**src/rtl/prog_timer.sv**
```systemverilog
`default_nettype none
// ============================================================================
// Module   : prog_timer
// Brief    : Programmable up/down timer with prescaler, one-shot or periodic
//            reload, terminal-count pulse and synchronous clear.
// Revision : 1.0 - initial release
// ============================================================================
module prog_timer #(
    parameter int WIDTH = 8,
    parameter int PRE_W = 8
) (
    input  logic             clk,
    input  logic             reset,
    input  logic             start,
    input  logic             clear,
    input  logic [PRE_W-1:0] prescale,
    input  logic [WIDTH-1:0] period,
    input  logic             down,
    input  logic             oneshot,
    output logic [WIDTH-1:0] timer_time,
    output logic             tc,
    output logic             running,
    output logic             done
);

    typedef enum logic [1:0] {
        S_IDLE  = 2'd0,
        S_RUN   = 2'd1,
        S_PAUSE = 2'd2,
        S_DONE  = 2'd3
    } state_t;

    localparam logic [WIDTH-1:0] c_zero = '0;
    localparam logic [WIDTH-1:0] c_one  = {{(WIDTH-1){1'b0}}, 1'b1};
    localparam logic [PRE_W-1:0] c_pre_one = {{(PRE_W-1){1'b0}}, 1'b1};

    state_t           r_state;
    logic [WIDTH-1:0] r_time;
    logic [PRE_W-1:0] r_pre;
    logic             r_tc;
    logic             r_running;
    logic             r_done;

    // Configuration captured on IDLE->RUN; live inputs are ignored after that
    logic [WIDTH-1:0] r_period;
    logic [PRE_W-1:0] r_prescale;
    logic             r_down;
    logic             r_oneshot;

    logic [WIDTH-1:0] w_live_sv;
    logic [WIDTH-1:0] w_sv;
    logic [WIDTH-1:0] w_tv;
    logic [WIDTH-1:0] w_next;
    logic             w_tick;

    assign w_live_sv = down ? period : c_zero;
    assign w_sv      = r_down ? r_period : c_zero;
    assign w_tv      = r_down ? c_zero : r_period;
    assign w_tick    = (r_pre == r_prescale);

    // Reload on terminal rather than wrapping, so period=0 pulses every tick
    always_comb begin
        w_next = r_down ? (r_time - c_one) : (r_time + c_one);
        if (r_time == w_tv) begin
            w_next = w_sv;
        end
    end

    always_ff @(posedge clk or posedge reset) begin
        if (reset) begin
            r_state    <= S_IDLE;
            r_time     <= c_zero;
            r_pre      <= '0;
            r_tc       <= 1'b0;
            r_running  <= 1'b0;
            r_done     <= 1'b0;
            r_period   <= c_zero;
            r_prescale <= '0;
            r_down     <= 1'b0;
            r_oneshot  <= 1'b0;
        end else begin
            r_tc <= 1'b0;
            if (clear) begin
                r_state   <= S_IDLE;
                r_time    <= w_live_sv;
                r_pre     <= '0;
                r_running <= 1'b0;
                r_done    <= 1'b0;
            end else begin
                case (r_state)
                    S_IDLE: begin
                        r_time <= w_live_sv;
                        r_pre  <= '0;
                        if (start) begin
                            r_state    <= S_RUN;
                            r_running  <= 1'b1;
                            r_period   <= period;
                            r_prescale <= prescale;
                            r_down     <= down;
                            r_oneshot  <= oneshot;
                        end
                    end
                    S_RUN: begin
                        if (!start) begin
                            r_state   <= S_PAUSE;
                            r_running <= 1'b0;
                        end else if (w_tick) begin
                            r_pre  <= '0;
                            r_time <= w_next;
                            r_tc   <= (w_next == w_tv);
                            if (r_oneshot && (w_next == w_tv)) begin
                                r_state   <= S_DONE;
                                r_running <= 1'b0;
                                r_done    <= 1'b1;
                            end
                        end else begin
                            r_pre <= r_pre + c_pre_one;
                        end
                    end
                    S_PAUSE: begin
                        if (start) begin
                            r_state   <= S_RUN;
                            r_running <= 1'b1;
                        end
                    end
                    S_DONE: begin
                        r_done <= 1'b1;
                    end
                    default: begin
                        r_state   <= S_IDLE;
                        r_running <= 1'b0;
                        r_done    <= 1'b0;
                    end
                endcase
            end
        end
    end

    assign timer_time = r_time;
    assign tc         = r_tc;
    assign running    = r_running;
    assign done       = r_done;

endmodule
`default_nettype wire

```
**config.mk**
```make
export PLATFORM = sky130hd
export DESIGN_NAME = prog_timer
export DESIGN_NICKNAME = d
export VERILOG_FILES = /design/src/rtl/prog_timer.sv
export SDC_FILE = /design/constraint.sdc
export NUM_CORES = 1
export LEC_CHECK = 0
export BUFFER_PORTS_ARGS = -buffer_cell sky130_fd_sc_hd__buf_2
export CORE_AREA = 5 5 79 81
export CTS_BUF_LIST = sky130_fd_sc_hd__clkbuf_8 sky130_fd_sc_hd__clkbuf_16
export DETAILED_ROUTE_END_ITERATION = 7
export DIE_AREA = 0 0 84 86
export GPL_TIMING_DRIVEN = 0
export PLACE_DENSITY = 0.73
export RECOVER_POWER = 100
export SYNTH_ARGS = -nofsm -noshare
export SYNTH_HDL_FRONTEND = slang
export SYNTH_SLANG_ARGS = --single-unit
export TNS_END_PERCENT = 20
```
**constraint.sdc**
```tcl
create_clock -name clk -period 3.9 [get_ports clk]
set_input_delay 0.39 -clock clk [delete_from_list [all_inputs] [get_ports clk]]
set_output_delay 0.39 -clock clk [all_outputs]
set_load 0.005 [all_outputs]
```
* After elaboration in Yosys (flattened, before gate mapping)
Cells that the tools add are included.
** Storage, ports and cells
- Register bits after elaboration :: 39
- Word-level logic and storage cells :: 71
- Output and inout bits :: 11
** Cells by class
- Muxes and demuxes :: 34
- Reduce and logical (&&, ||, !) cells :: 11
- Equal/unequal tests :: 12
- Add/subtract/negate cells :: 3
- Bitwise logic cells :: 1
** Operators with widths (number)
- $mux 8 :: 11
- $pmux 8 s2 :: 2
- $eq 8x8->1 :: 3
- $add 8x1->8 const B :: 2
- $mux 1 :: 13
- $mux 2 :: 5
- $ne 3x3->1 const B :: 3
- $reduce_bool 3->1 :: 3
- $ne 4x4->1 const B :: 2
- $reduce_and 4->1 :: 2
- $sub 8x1->8 const B :: 1
- $reduce_and 3->1 :: 2
- $eq 2x2->1 const B :: 2
- $pmux 1 s2 :: 2
- $pmux 2 s2 :: 1
- $ne 3x1->1 const B :: 1
- $eq 2x1->1 const B :: 1
- $logic_not 2->1 :: 1
- $reduce_and 2->1 :: 1
- $reduce_or 2->1 :: 1
- $logic_and 1x1->1 :: 1
- $not 1->1 :: 1

* Longest topological paths before layout
Gate-level depths: netlist of the first run.
- Depth after elaboration :: 10
- Gate-level depth with buffers :: 10
- Mapped depth without buffers :: 9

* Worst setup path before layout of the first run
Ideal clock, no wire load.
- Kind :: flip-flop to flip-flop
- From :: reg r_down
- To :: reg r_tc, in the netlist tc
- Period minus slack after synthesis :: 2878 ps
- Buffers on the path :: 0
- Path slack :: 1022 ps
- Arrival time :: 2783 ps
- Data required time :: 3805 ps
- Library setup time :: 95 ps
- Stages on the path, launching flop included :: 10
- Cells stage by stage :: dfrtp_1 -> fa_1 -> a211oi_2 -> o21bai_4 -> xor2_4 -> a221oi_1 -> nor2b_1 -> o211ai_1 -> or4b_1 -> nor4b_2
** Between the ends
- Word-level cells in the longest chain between the ends :: 8
- Elaborated cells on any way between the ends :: 10
** RTL lines
- start: declaration :: RTL line 47 : logic r_down;
- start signal: assignment :: RTL line 99 : r_down <= down;
- $mux 8 :: RTL line 58 : assign w_tv = r_down ? c_zero : r_period;
- $eq 8x8->1 :: RTL line 64 : if (r_time == w_tv) begin
- $mux 8 :: RTL line 64
- $eq 8x8->1 (*) :: RTL line 110 : r_tc <= (w_next == w_tv);
- $mux 1 (*) :: RTL line 107 : end else if (w_tick) begin
- $mux 1 (*) :: RTL line 104 : if (!start) begin
- $mux 1 (*) :: RTL line 90 : case (r_state)
- $mux 1 (*) :: RTL line 83 : if (clear) begin
- end signal: assignment :: RTL line 110
- end: declaration :: RTL line 40 : logic r_tc;
Every way passes the cells marked *; elsewhere a longest branch is shown, timed or not.
A chain may end at the register's enable or synchronous reset.

* Worst setup path after layout of the first run
Same ends and word-level chain as after synthesis.

==> results_dict.tcl, run 1 <==
set metrics [dict create \
    dieArea_um2 7220 \
    synthFlopType "dfrtp_1" \
    avgRoutedWirePerCell_um 16.3 \
    cts_resized 0 \
    clkSinkCount 39 \
    grt_use_total_pct 19.9 \
    clk_latency_ns 0.29 \
    yosys_warnings 0 \
    drc 0 \
    synth_edf_count 0 \
    hold_class "input port to flip-flop" \
    vias 2496 \
    htree_levels 2 \
    fin_skew_ns 0.00493 \
    synth_area_leaders "dfrtp_1, mux2_2, xor2_1" \
    power_w 0.00148 \
    startpoint "r_down" \
    reg2reg_from "r_down" \
    ctsHoldBuffers 0 \
    irDropWorstVdd_uv 273 \
    hpwl_um 5190 \
    first_global_vias 2425 \
    yosys_register_bits 39 \
    powerDensity_nw_per_um2 466 \
    grt-ovfl-total 0 \
    min_period_over_period_pct 89.4 \
    rows 27 \
    placed_area_um2 3110 \
    syn_area_um2 2860 \
    critical_path.max_fanout 16 \
    final.min_clock_period_ns 3.49 \
    numCtsBuffers 5 \
    vias_per_cell 5.85 \
    totalWireLength_um 6960 \
    io_pins 33 \
    place.gp.congestion 0.908 \
    finalMaxSlewViolations 11 \
    p_leak_nw 1.33 \
    syn_avg_cell_area_um2 9.03 \
    fin_tns_setup_ns 0 \
    finalSetupViolations 0 \
    drive_gt1_share_pct 18.6 \
    crit_path_end_kind "flip-flop" \
    ant_nets 0 \
    cts_tree "built" \
    fp.dieW_um 84 \
    drt_pass1_iterations 4 \
    hold_viol_final 0 \
    syn-num-nets 347 \
    root_buffer "clkbuf_8" \
    cp.required_ns 4.11 \
    max_cap_viol_count 1 \
    grt_antenna_before_repair 0 \
    timing.slew.headroom_pct -2.31 \
    tightest_slew_ns 1.52 \
    fin_hold_ws_ns 0.322 \
    violations "max-capacitance violations, max-slew violations" \
    ys_types 66 \
    cp_data_arrival_time_ns 3.69 \
    rsz0062_at_grt "false" \
    postCtsSetupRepairBufs 0 \
    portBuffers 30 \
    drtIter0Drc 147 \
    synth_top_area_share_pct 34.1 \
    placeableCoreArea_um2 5410 \
    area_growth_syn_to_layout_pct 10.7 \
    yosysSeqAreaShare_pct 34.1 \
    n_antenna_cell 0 \
    final_area_um2 3170 \
    hp-start "prescale[4]" \
    cts_buffer_depth 2 \
    synthCells 317 \
    async_flop_share_pct 100 \
    grt_pass1_wl_um 11700 \
    synth_top_cell_by_area "dfrtp_1" \
    clock.fmax_mhz 287 \
    initial_core_util_pct 53.0 \
    clk_pin_slew_ns 0.07 \
    worstSetupPathType "flip-flop to flip-flop" \
    outcome "finished with violations" \
    worst_setup_path_start_kind "flip-flop" \
    dieHeight_um 86 \
    nNetsFinal 384 \
    grt_max_degree 40 \
]
[synth_stat cells (all sizes together), types with 2 or more instances]
| cell | n |
|---|---|
| a211oi | 4 |
| a21oi | 17 |
| a31oi | 7 |
| a32o | 2 |
| and3 | 4 |
| buf | 9 |
| clkbuf | 11 |
| dfrtp | 39 |
| ha | 7 |
| inv | 8 |
| mux2 | 17 |
| nand2 | 21 |
| nand2b | 2 |
| nand3 | 8 |
| nand3b | 3 |
| nand4 | 3 |
| nand4bb | 3 |
| nor2 | 40 |
| nor2b | 9 |
| nor3 | 5 |
| nor3b | 2 |
| nor4 | 4 |
| o2111ai | 2 |
| o211ai | 7 |
| o21a | 4 |
| o21ai | 19 |
| o21bai | 4 |
| o22a | 2 |
| o22ai | 2 |
| or2 | 3 |
| or3 | 2 |
| xnor2 | 8 |
| xor2 | 18 |
[cell usage in the layout, fill, tap and decap left out, types with 2 or more instances in the layout]
| master | instances |
|---|---|
| nor2_1 | 40 |
| dfrtp_1 | 39 |
| buf_2 | 29 |
| nand2_1 | 21 |
| clkbuf_1 | 18 |
| xor2_1 | 17 |
| a21oi_1 | 17 |
| o21ai_0 | 17 |
| mux2_2 | 16 |
| inv_1 | 10 |
| nor2b_1 | 9 |
| xnor2_1 | 8 |
| nand3_1 | 8 |
| a31oi_1 | 7 |
| o211ai_1 | 7 |
| ha_1 | 7 |
| clkbuf_8 | 5 |
| nor3_1 | 4 |
| o21a_1 | 4 |
| and3_1 | 4 |
| nor4_1 | 3 |
| nand4_1 | 3 |
| nand4bb_1 | 3 |
| nand3b_1 | 3 |
| a211oi_1 | 3 |
| o21bai_1 | 3 |
| or2_2 | 2 |
| or3_1 | 2 |
| nand2b_1 | 2 |
| buf_6 | 2 |
| o22a_1 | 2 |
| nor3b_1 | 2 |
| o21ai_1 | 2 |
| o2111ai_1 | 2 |
| o22ai_1 | 2 |
[state kept, by name (all words and copies together), names as in the netlist]
register    count
r_state         2
timer_time      8
r_prescale      8
tc              1
done            1
r_down          1
r_oneshot       1
running         1
r_period        8
r_pre           8
[final timing paths]
check                                 to  cells past startpoint  slack (ns)
max in group asynchronous    r_period[2]                      2        2.53
hold / removal             r_prescale[4]                      2        0.32
min in group asynchronous      r_oneshot                      2        0.52
hold reg to reg            r_prescale[4]                      1        0.52
setup / recovery                      tc                      9        0.41
setup reg to reg                      tc                      9        0.41
[where the power goes]
group | switching [W] | leakage [nW] | total, W | internal, W
logic | 0.000395 | 0.791 | 0.000696 | 0.000301
clock network | 0.000137 | 0.0505 | 0.000257 | 0.000120
registers | 0.0000665 | 0.489 | 0.000524 | 0.000458
total | 0.000598 | 1.33 | 0.00148 | 0.000879
[layer usage]
| layer | wire, um | GRT usage (%) | vias up | part of all wire [%] |
|---|---|---|---|---|
| met4 | 93 | 6.14 | 0 | 1.3 |
| li1 | - | - | 1216 | - |
| met3 | 262 | 3.27 | 10 | 3.8 |
| met5 | 0 | 0 | - | 0 |
| met1 | 3110 | 25.1 | 1209 | 45 |
| met2 | 3490 | 34.9 | 61 | 50 |
[critical path, stage by stage (launching register included)]
cell and delay (ns):
dfrtp_1 0.60, fa_1 0.56, a211oi_1 0.45, o21bai_4 0.25, xor2_4 0.10, a221oi_1 0.36
nor2b_1 0.18, o211ai_1 0.10, or4b_1 0.55, nor4b_2 0.26
[cell families (layout without fill, tap and decap cells)]
| kind of cell | count (synthesis) | after routing | synth area share, % |
|---|---|---|---|
| flip-flops | 39 | 39 | 34.1 |
| adder cells (fa/ha/maj) | 8 | 8 | 3.76 |
| buffers and inverters | 28 | 66 | 4.59 |
| multiplexers | 18 | 18 | 7.04 |
| AND/OR/NAND/NOR | 115 | 115 | 21.1 |
| XOR/XNOR | 26 | 26 | 8.61 |
| AO/OA/AOI/OAI | 83 | 83 | 20.8 |
[cell type report]
cell class              count  area (um2)
well taps                  72        90.1
clock inverters             3        12.5
repair buffers             30         141
plain buffers              20         101
multi-input cells         250        1750
clock buffers               5        68.8
inverters                   8        30.0
fillers                   516        2240
flip-flops and latches     39         976
[metrics by stage]
step / setup WS, ns / instances / util (%)
floorplan: 1.02 / 317 / -
global placement: 0.636 / 419 / 57.4
detailed placement: 0.597 / 419 / 57.5
CTS: 0.564 / 427 / 59.0
global route: 0.282 / 427 / 58.6
finish: 0.414 / 427 / 58.6
Power figures use the tool's default switching activity.
==> run 2, diff against run 1 <==
CORE_AREA = 5 5 76 78   (was 5 5 79 81)
DIE_AREA = 0 0 81 83   (was 0 0 84 86)
PLACE_DENSITY = 0.79   (was 0.73)
==> run 2 against run 1 <==
Effect of this change:
- combinational power rose by 0.7%
- fmax fell by 1.0%
- sequential power barely moved
- final cell count fell by 0.47%
- highest routed layer unchanged
- via count rose by 0.28%
- the flow still finishes with violations (max-capacitance violations, max-slew violations)
- critical endpoint unchanged
- wire length fell by 1.1%
- largest cell class unchanged
- critical path depth did not move
- non-clock buffer count did not move
==> results_dict.tcl, run 2 (same netlist as run 1, synthesis figures left out) <==
set metrics [dict create \
    outcome "finished with violations" \
    violations "max-capacitance violations, max-slew violations" \
    totalWireLength_um 6890 \
    clk_pin_slew_ns 0.08 \
    clk_latency_ns 0.29 \
    cp_cell_sequence "fa_1 -> a211oi_1 -> o21bai_4 -> xor2_4 -> a221oi_1 -> nor2b_1 -> o211ai_1 -> or4b_1 -> nor4b_2" \
    finalSetupViolations 0 \
    tightest_slew_ns 1.54 \
    drc 0 \
    max_cap_viol_count 1 \
    instances_no_fill 425 \
    slowest_delay_ns 0.61 \
    first_global_vias 2493 \
    ctsHoldBuffers 0 \
    ant_nets 0 \
    clkSinkCount 39 \
    critical_path.max_fanout 16 \
    cts_tree "built" \
    grt_pass1_wl_um 11900 \
    drtIter0Drc 232 \
    hold_class "input port to flip-flop" \
    worstSetupPathType "flip-flop to flip-flop" \
    powerDensity_nw_per_um2 472 \
    postCtsSetupRepairBufs 0 \
    fin_hold_ws_ns 0.320 \
    n_antenna_cell 0 \
    critPathTopFamily "compound AO/OA/AOI/OAI gates" \
    grt_use_total_pct 21.9 \
    placed_area_um2 3110 \
    worst_setup_path_start_kind "flip-flop" \
    rsz0062_at_grt "false" \
    fp.dieW_um 81 \
    dieArea_um2 6720 \
    placed_cells 417 \
    slowest_stage "dfrtp_1" \
    grt_antenna_before_repair 0 \
    numCtsBuffers 5 \
    multiInputGateArea_um2 1750 \
    initial_core_util_pct 57.1 \
    root_buffer "clkbuf_8" \
    timing.slew.headroom_pct -3.72 \
    layout_commonest_cell "nor2_1" \
    htree_levels 2 \
    vias 2503 \
    hpwl_um 5100 \
    rows 26 \
    finalMaxSlewViolations 11 \
    final_cell_mix "nor2_1, dfrtp_1, buf_2, nand2_1" \
    grt_max_degree 40 \
    avgRoutedWirePerCell_um 16.2 \
    crit_path_end_kind "flip-flop" \
    io_pins 33 \
    hold_viol_final 0 \
    portBuffers 30 \
    grt-ovfl-total 0 \
    drt_pass1_iterations 5 \
    cts_buffer_depth 2 \
    min_period_over_period_pct 90.3 \
    cts_resized 0 \
    irDropWorstVdd_uv 357 \
    area_growth_syn_to_layout_pct 11.0 \
    cp.required_ns 4.10 \
    dieHeight_um 83 \
    final_area_um2 3180 \
    vias_per_cell 5.89 \
    p_leak_nw 1.34 \
    fin_util_pct 63.4 \
    place.gp.congestion 0.896 \
    final.min_clock_period_ns 3.52 \
    fin_skew_ns 0.00830 \
    nNetsFinal 384 \
    fin_tns_setup_ns 0 \
    path_buf_inv 0 \
    cp_data_arrival_time_ns 3.72 \
    drive_gt1_share_pct 20.6 \
    seqCellArea_um2 976 \
    placeableCoreArea_um2 5010 \
    clock.fmax_mhz 284 \
    nFillCells 455 \
]
run 2: cell types whose count changed in the layout (fill, tap and decap cells not counted), sizes merged:
cell      delta
clkinvlp     +2
inv          -2
buf          +4
clkbuf       -4
run 2: path summary, 6_finish.rpt:
| check | cells after the start | from | end | slack [ns] |
|---|---|---|---|---|
| setup / recovery | 9 | r_down | tc | 0.38 |
| hold / removal | 2 | prescale[0] | r_prescale[0] | 0.32 |
| setup reg to reg | 9 | r_down | tc | 0.38 |
| hold reg to reg | 1 | r_prescale[6] | r_prescale[6] | 0.53 |
| max in group asynchronous | 2 | reset | r_down | 2.54 |
| min in group asynchronous | 2 | reset | r_period[6] | 0.50 |
run 2: stage by stage:
stage	setup WS [ns]	total power, W
6_report	0.378	0.00150
5_1_grt	0.242	0.00161
4_1_cts	0.587	0.00150
3_5_place_dp	0.610	0.00122
3_3_place_gp	0.612	0.00120
2_1_floorplan	1.02	0.00106
run 2: power by group:
| part | switching (W) | internal [W] | total (W) |
|---|---|---|---|
| Combinational | 0.000396 | 0.000305 | 0.000701 |
| Sequential | 0.0000653 | 0.000457 | 0.000523 |
| Clock | 0.000151 | 0.000124 | 0.000275 |
| Total | 0.000612 | 0.000886 | 0.00150 |
run 2: area by class of cell:
type / count / share of cell area (%)
clock buffers: 5 / 2.17
multi-input cells: 250 / 55.0
plain buffers: 20 / 3.15
well taps: 70 / 2.76
repair buffers: 30 / 4.65
clock inverters: 3 / 0.630
flip-flops and latches: 39 / 30.7
inverters: 8 / 0.945
run 2: routing by layer:
metal / vias to the layer above / routed length (um) / global-route usage, %
li1: 1215 / - / -
met1: 1181 / 3080 / 29.9
met2: 95 / 3380 / 35.8
met3: 12 / 351 / 3.57
met4: 0 / 78 / 5.07
met5: - / 0 / 0
run 2: worst reg2reg max path, delay by kind of cell, from the launching register on:
| family | cells | cell delay [ns] |
|---|---|---|
| AO/OA/AOI/OAI | 4 | 1.12 |
| XOR/XNOR | 1 | 0.10 |
| adder cells (fa/ha/maj) | 1 | 0.58 |
| flip-flops | 1 | 0.61 |
| AND/OR/NAND/NOR | 3 | 1.02 |
==> run 3, diff against run 2 <==
--- a/config.mk
+++ b/config.mk
@@ -13,2 +13,3 @@
 export GPL_TIMING_DRIVEN = 0
+export MAX_ROUTING_LAYER = met4
 export PLACE_DENSITY = 0.79
--- a/constraint.sdc
+++ b/constraint.sdc
@@ -3,2 +3,2 @@
 set_output_delay 0.39 -clock clk [all_outputs]
-set_load 0.005 [all_outputs]
+set_load 0.05 [all_outputs]
==> run 3 against run 2 <==
Effect of this change:
- the flow finishes with violations (max-capacitance violations)
- non-clock buffer count unchanged
- critical path depth unchanged
- worst setup slack better by 0.0079 ns
- die area is the same
- global-route usage up 0.89 points
- critical endpoint unchanged
==> results_dict.tcl, run 3 (same netlist as run 1, synthesis figures left out) <==
set metrics [dict create \
    min_period_over_period_pct 90.1 \
    hold_class "input port to flip-flop" \
    rsz0062_at_grt "false" \
    numCtsBuffers 5 \
    cp_data_arrival_time_ns 3.71 \
    wl_met2_um 3500 \
    htree_levels 2 \
    clkSinkCount 39 \
    r2r_setup_slack_ns 0.39 \
    hold_viol_final 0 \
    fp.dieW_um 81 \
    slowest_delay_ns 0.59 \
    drt_pass1_iterations 4 \
    reg2reg_from "r_down" \
    max_cap_viol_count 1 \
    clock.fmax_mhz 285 \
    grt-ovfl-total 0 \
    first_global_vias 2551 \
    outcome "finished with violations" \
    nFillCells 455 \
    dieHeight_um 83 \
    fin_tns_setup_ns 0 \
    area_growth_syn_to_layout_pct 11.0 \
    rows 26 \
    drc 0 \
    layout_commonest_cell "nor2_1" \
    place.gp.congestion 0.914 \
    critical_path.max_fanout 16 \
    met1_length_um 2980 \
    portBuffers 30 \
    ctsHoldBuffers 0 \
    tightest_slew_ns 1.48 \
    worstSetupPathType "flip-flop to flip-flop" \
    clk_latency_ns 0.29 \
    vias_per_cell 5.91 \
    whs_path_depth 2 \
    reg2reg_depth 9 \
    timing.slew.headroom_pct 0.323 \
    worst_setup_path_start_kind "flip-flop" \
    hp-start "oneshot" \
    irDropWorstVdd_uv 355 \
    postCtsSetupRepairBufs 0 \
    p_leak_nw 1.32 \
    final_cell_mix "nor2_1, dfrtp_1, buf_2, clkbuf_1, nand2_1" \
    powerDensity_nw_per_um2 496 \
    startpoint "r_down" \
    root_buffer "clkbuf_8" \
    ant_nets 0 \
    avgRoutedWirePerCell_um 16.4 \
    placeableCoreArea_um2 5010 \
    drive_gt1_share_pct 17.7 \
    vias 2512 \
    grt_pass1_wl_um 12100 \
    dr.max_layer_used "met4" \
    met3WireLength_um 372 \
    finalMaxSlewViolations 0 \
    n_antenna_cell 0 \
    initial_core_util_pct 57.1 \
    final.min_clock_period_ns 3.51 \
    r2r-end "tc" \
    min_to "r_oneshot" \
    cp.required_ns 4.10 \
    slowest_stage "dfrtp_1" \
    cts_resized 0 \
    violations "max-capacitance violations" \
    fin_skew_ns 0.00548 \
    grt_use_total_pct 22.7 \
    totalWireLength_um 6970 \
    grt_antenna_before_repair 0 \
    io_pins 33 \
    hpwl_um 5100 \
    nNetsFinal 384 \
    cts_buffer_depth 2 \
    dieArea_um2 6720 \
    finalSetupViolations 0 \
    cts_tree "built" \
    cp_cell_sequence "fa_1 -> a211oi_1 -> o21bai_4 -> xor2_4 -> a221oi_1 -> nor2b_1 -> o211ai_1 -> or4b_1 -> nor4b_2" \
    fin_util_pct 63.4 \
    drtIter0Drc 280 \
    crit_path_end_kind "flip-flop" \
    grt_max_degree 40 \
    clk_pin_slew_ns 0.08 \
]
[run 3: final cells by class]
| cell class | instances | area, um2 | area share [%] |
|---|---|---|---|
| well taps | 70 | 87.6 | 2.76 |
| multi-input cells | 250 | 1740 | 54.9 |
| plain buffers | 20 | 100 | 3.15 |
| clock buffers | 7 | 96.3 | 3.03 |
| repair buffers | 30 | 136 | 4.29 |
| flip-flops and latches | 39 | 976 | 30.7 |
| clock inverters | 1 | 7.51 | 0.236 |
| inverters | 8 | 30.0 | 0.945 |
[run 3: stage by stage]
stage	cell area, um2	hold slack, ns	setup WS (ns)	instances	total power [W]
finish	3180	0.325	0.386	425	0.00158
global route	3180	0.329	0.187	425	0.00168
CTS	3210	0.281	0.521	425	0.00158
detailed placement	3110	0.519	0.550	417	0.00127
global placement	3100	0.510	0.613	417	0.00125
floorplan	2860	0.482	0.822	317	0.00111
[run 3: report_power, final]
part / internal, W / switching [W]
registers: 0.000458 / 0.0000655
clock network: 0.000161 / 0.000145
logic: 0.000300 / 0.000446
[run 3: worst max-delay path by stage]
stage / endpoint / slack (ns) / cells past startpoint
2_1_floorplan: tc / 0.82 / 9
3_3_place_gp: tc / 0.61 / 9
3_5_place_dp: tc / 0.55 / 9
4_1_cts: tc / 0.52 / 9
5_1_grt: running / 0.19 / 9
6_report: tc / 0.39 / 9
[run 3: critical path, delay by kind of cell (launching register included)]
kind                     cells  cell delay [ns]
AND/OR/NAND/NOR              3             1.01
AO/OA/AOI/OAI                4             1.14
adder cells (fa/ha/maj)      1             0.56
XOR/XNOR                     1             0.10
flip-flops                   1             0.59
[run 3: routing by layer]
layer / vias up / GRT usage [%]
met5: - / -
met4: 0 / 6.91
met3: 13 / 2.71
met2: 77 / 36.2
met1: 1205 / 30.1
li1: 1217 / -
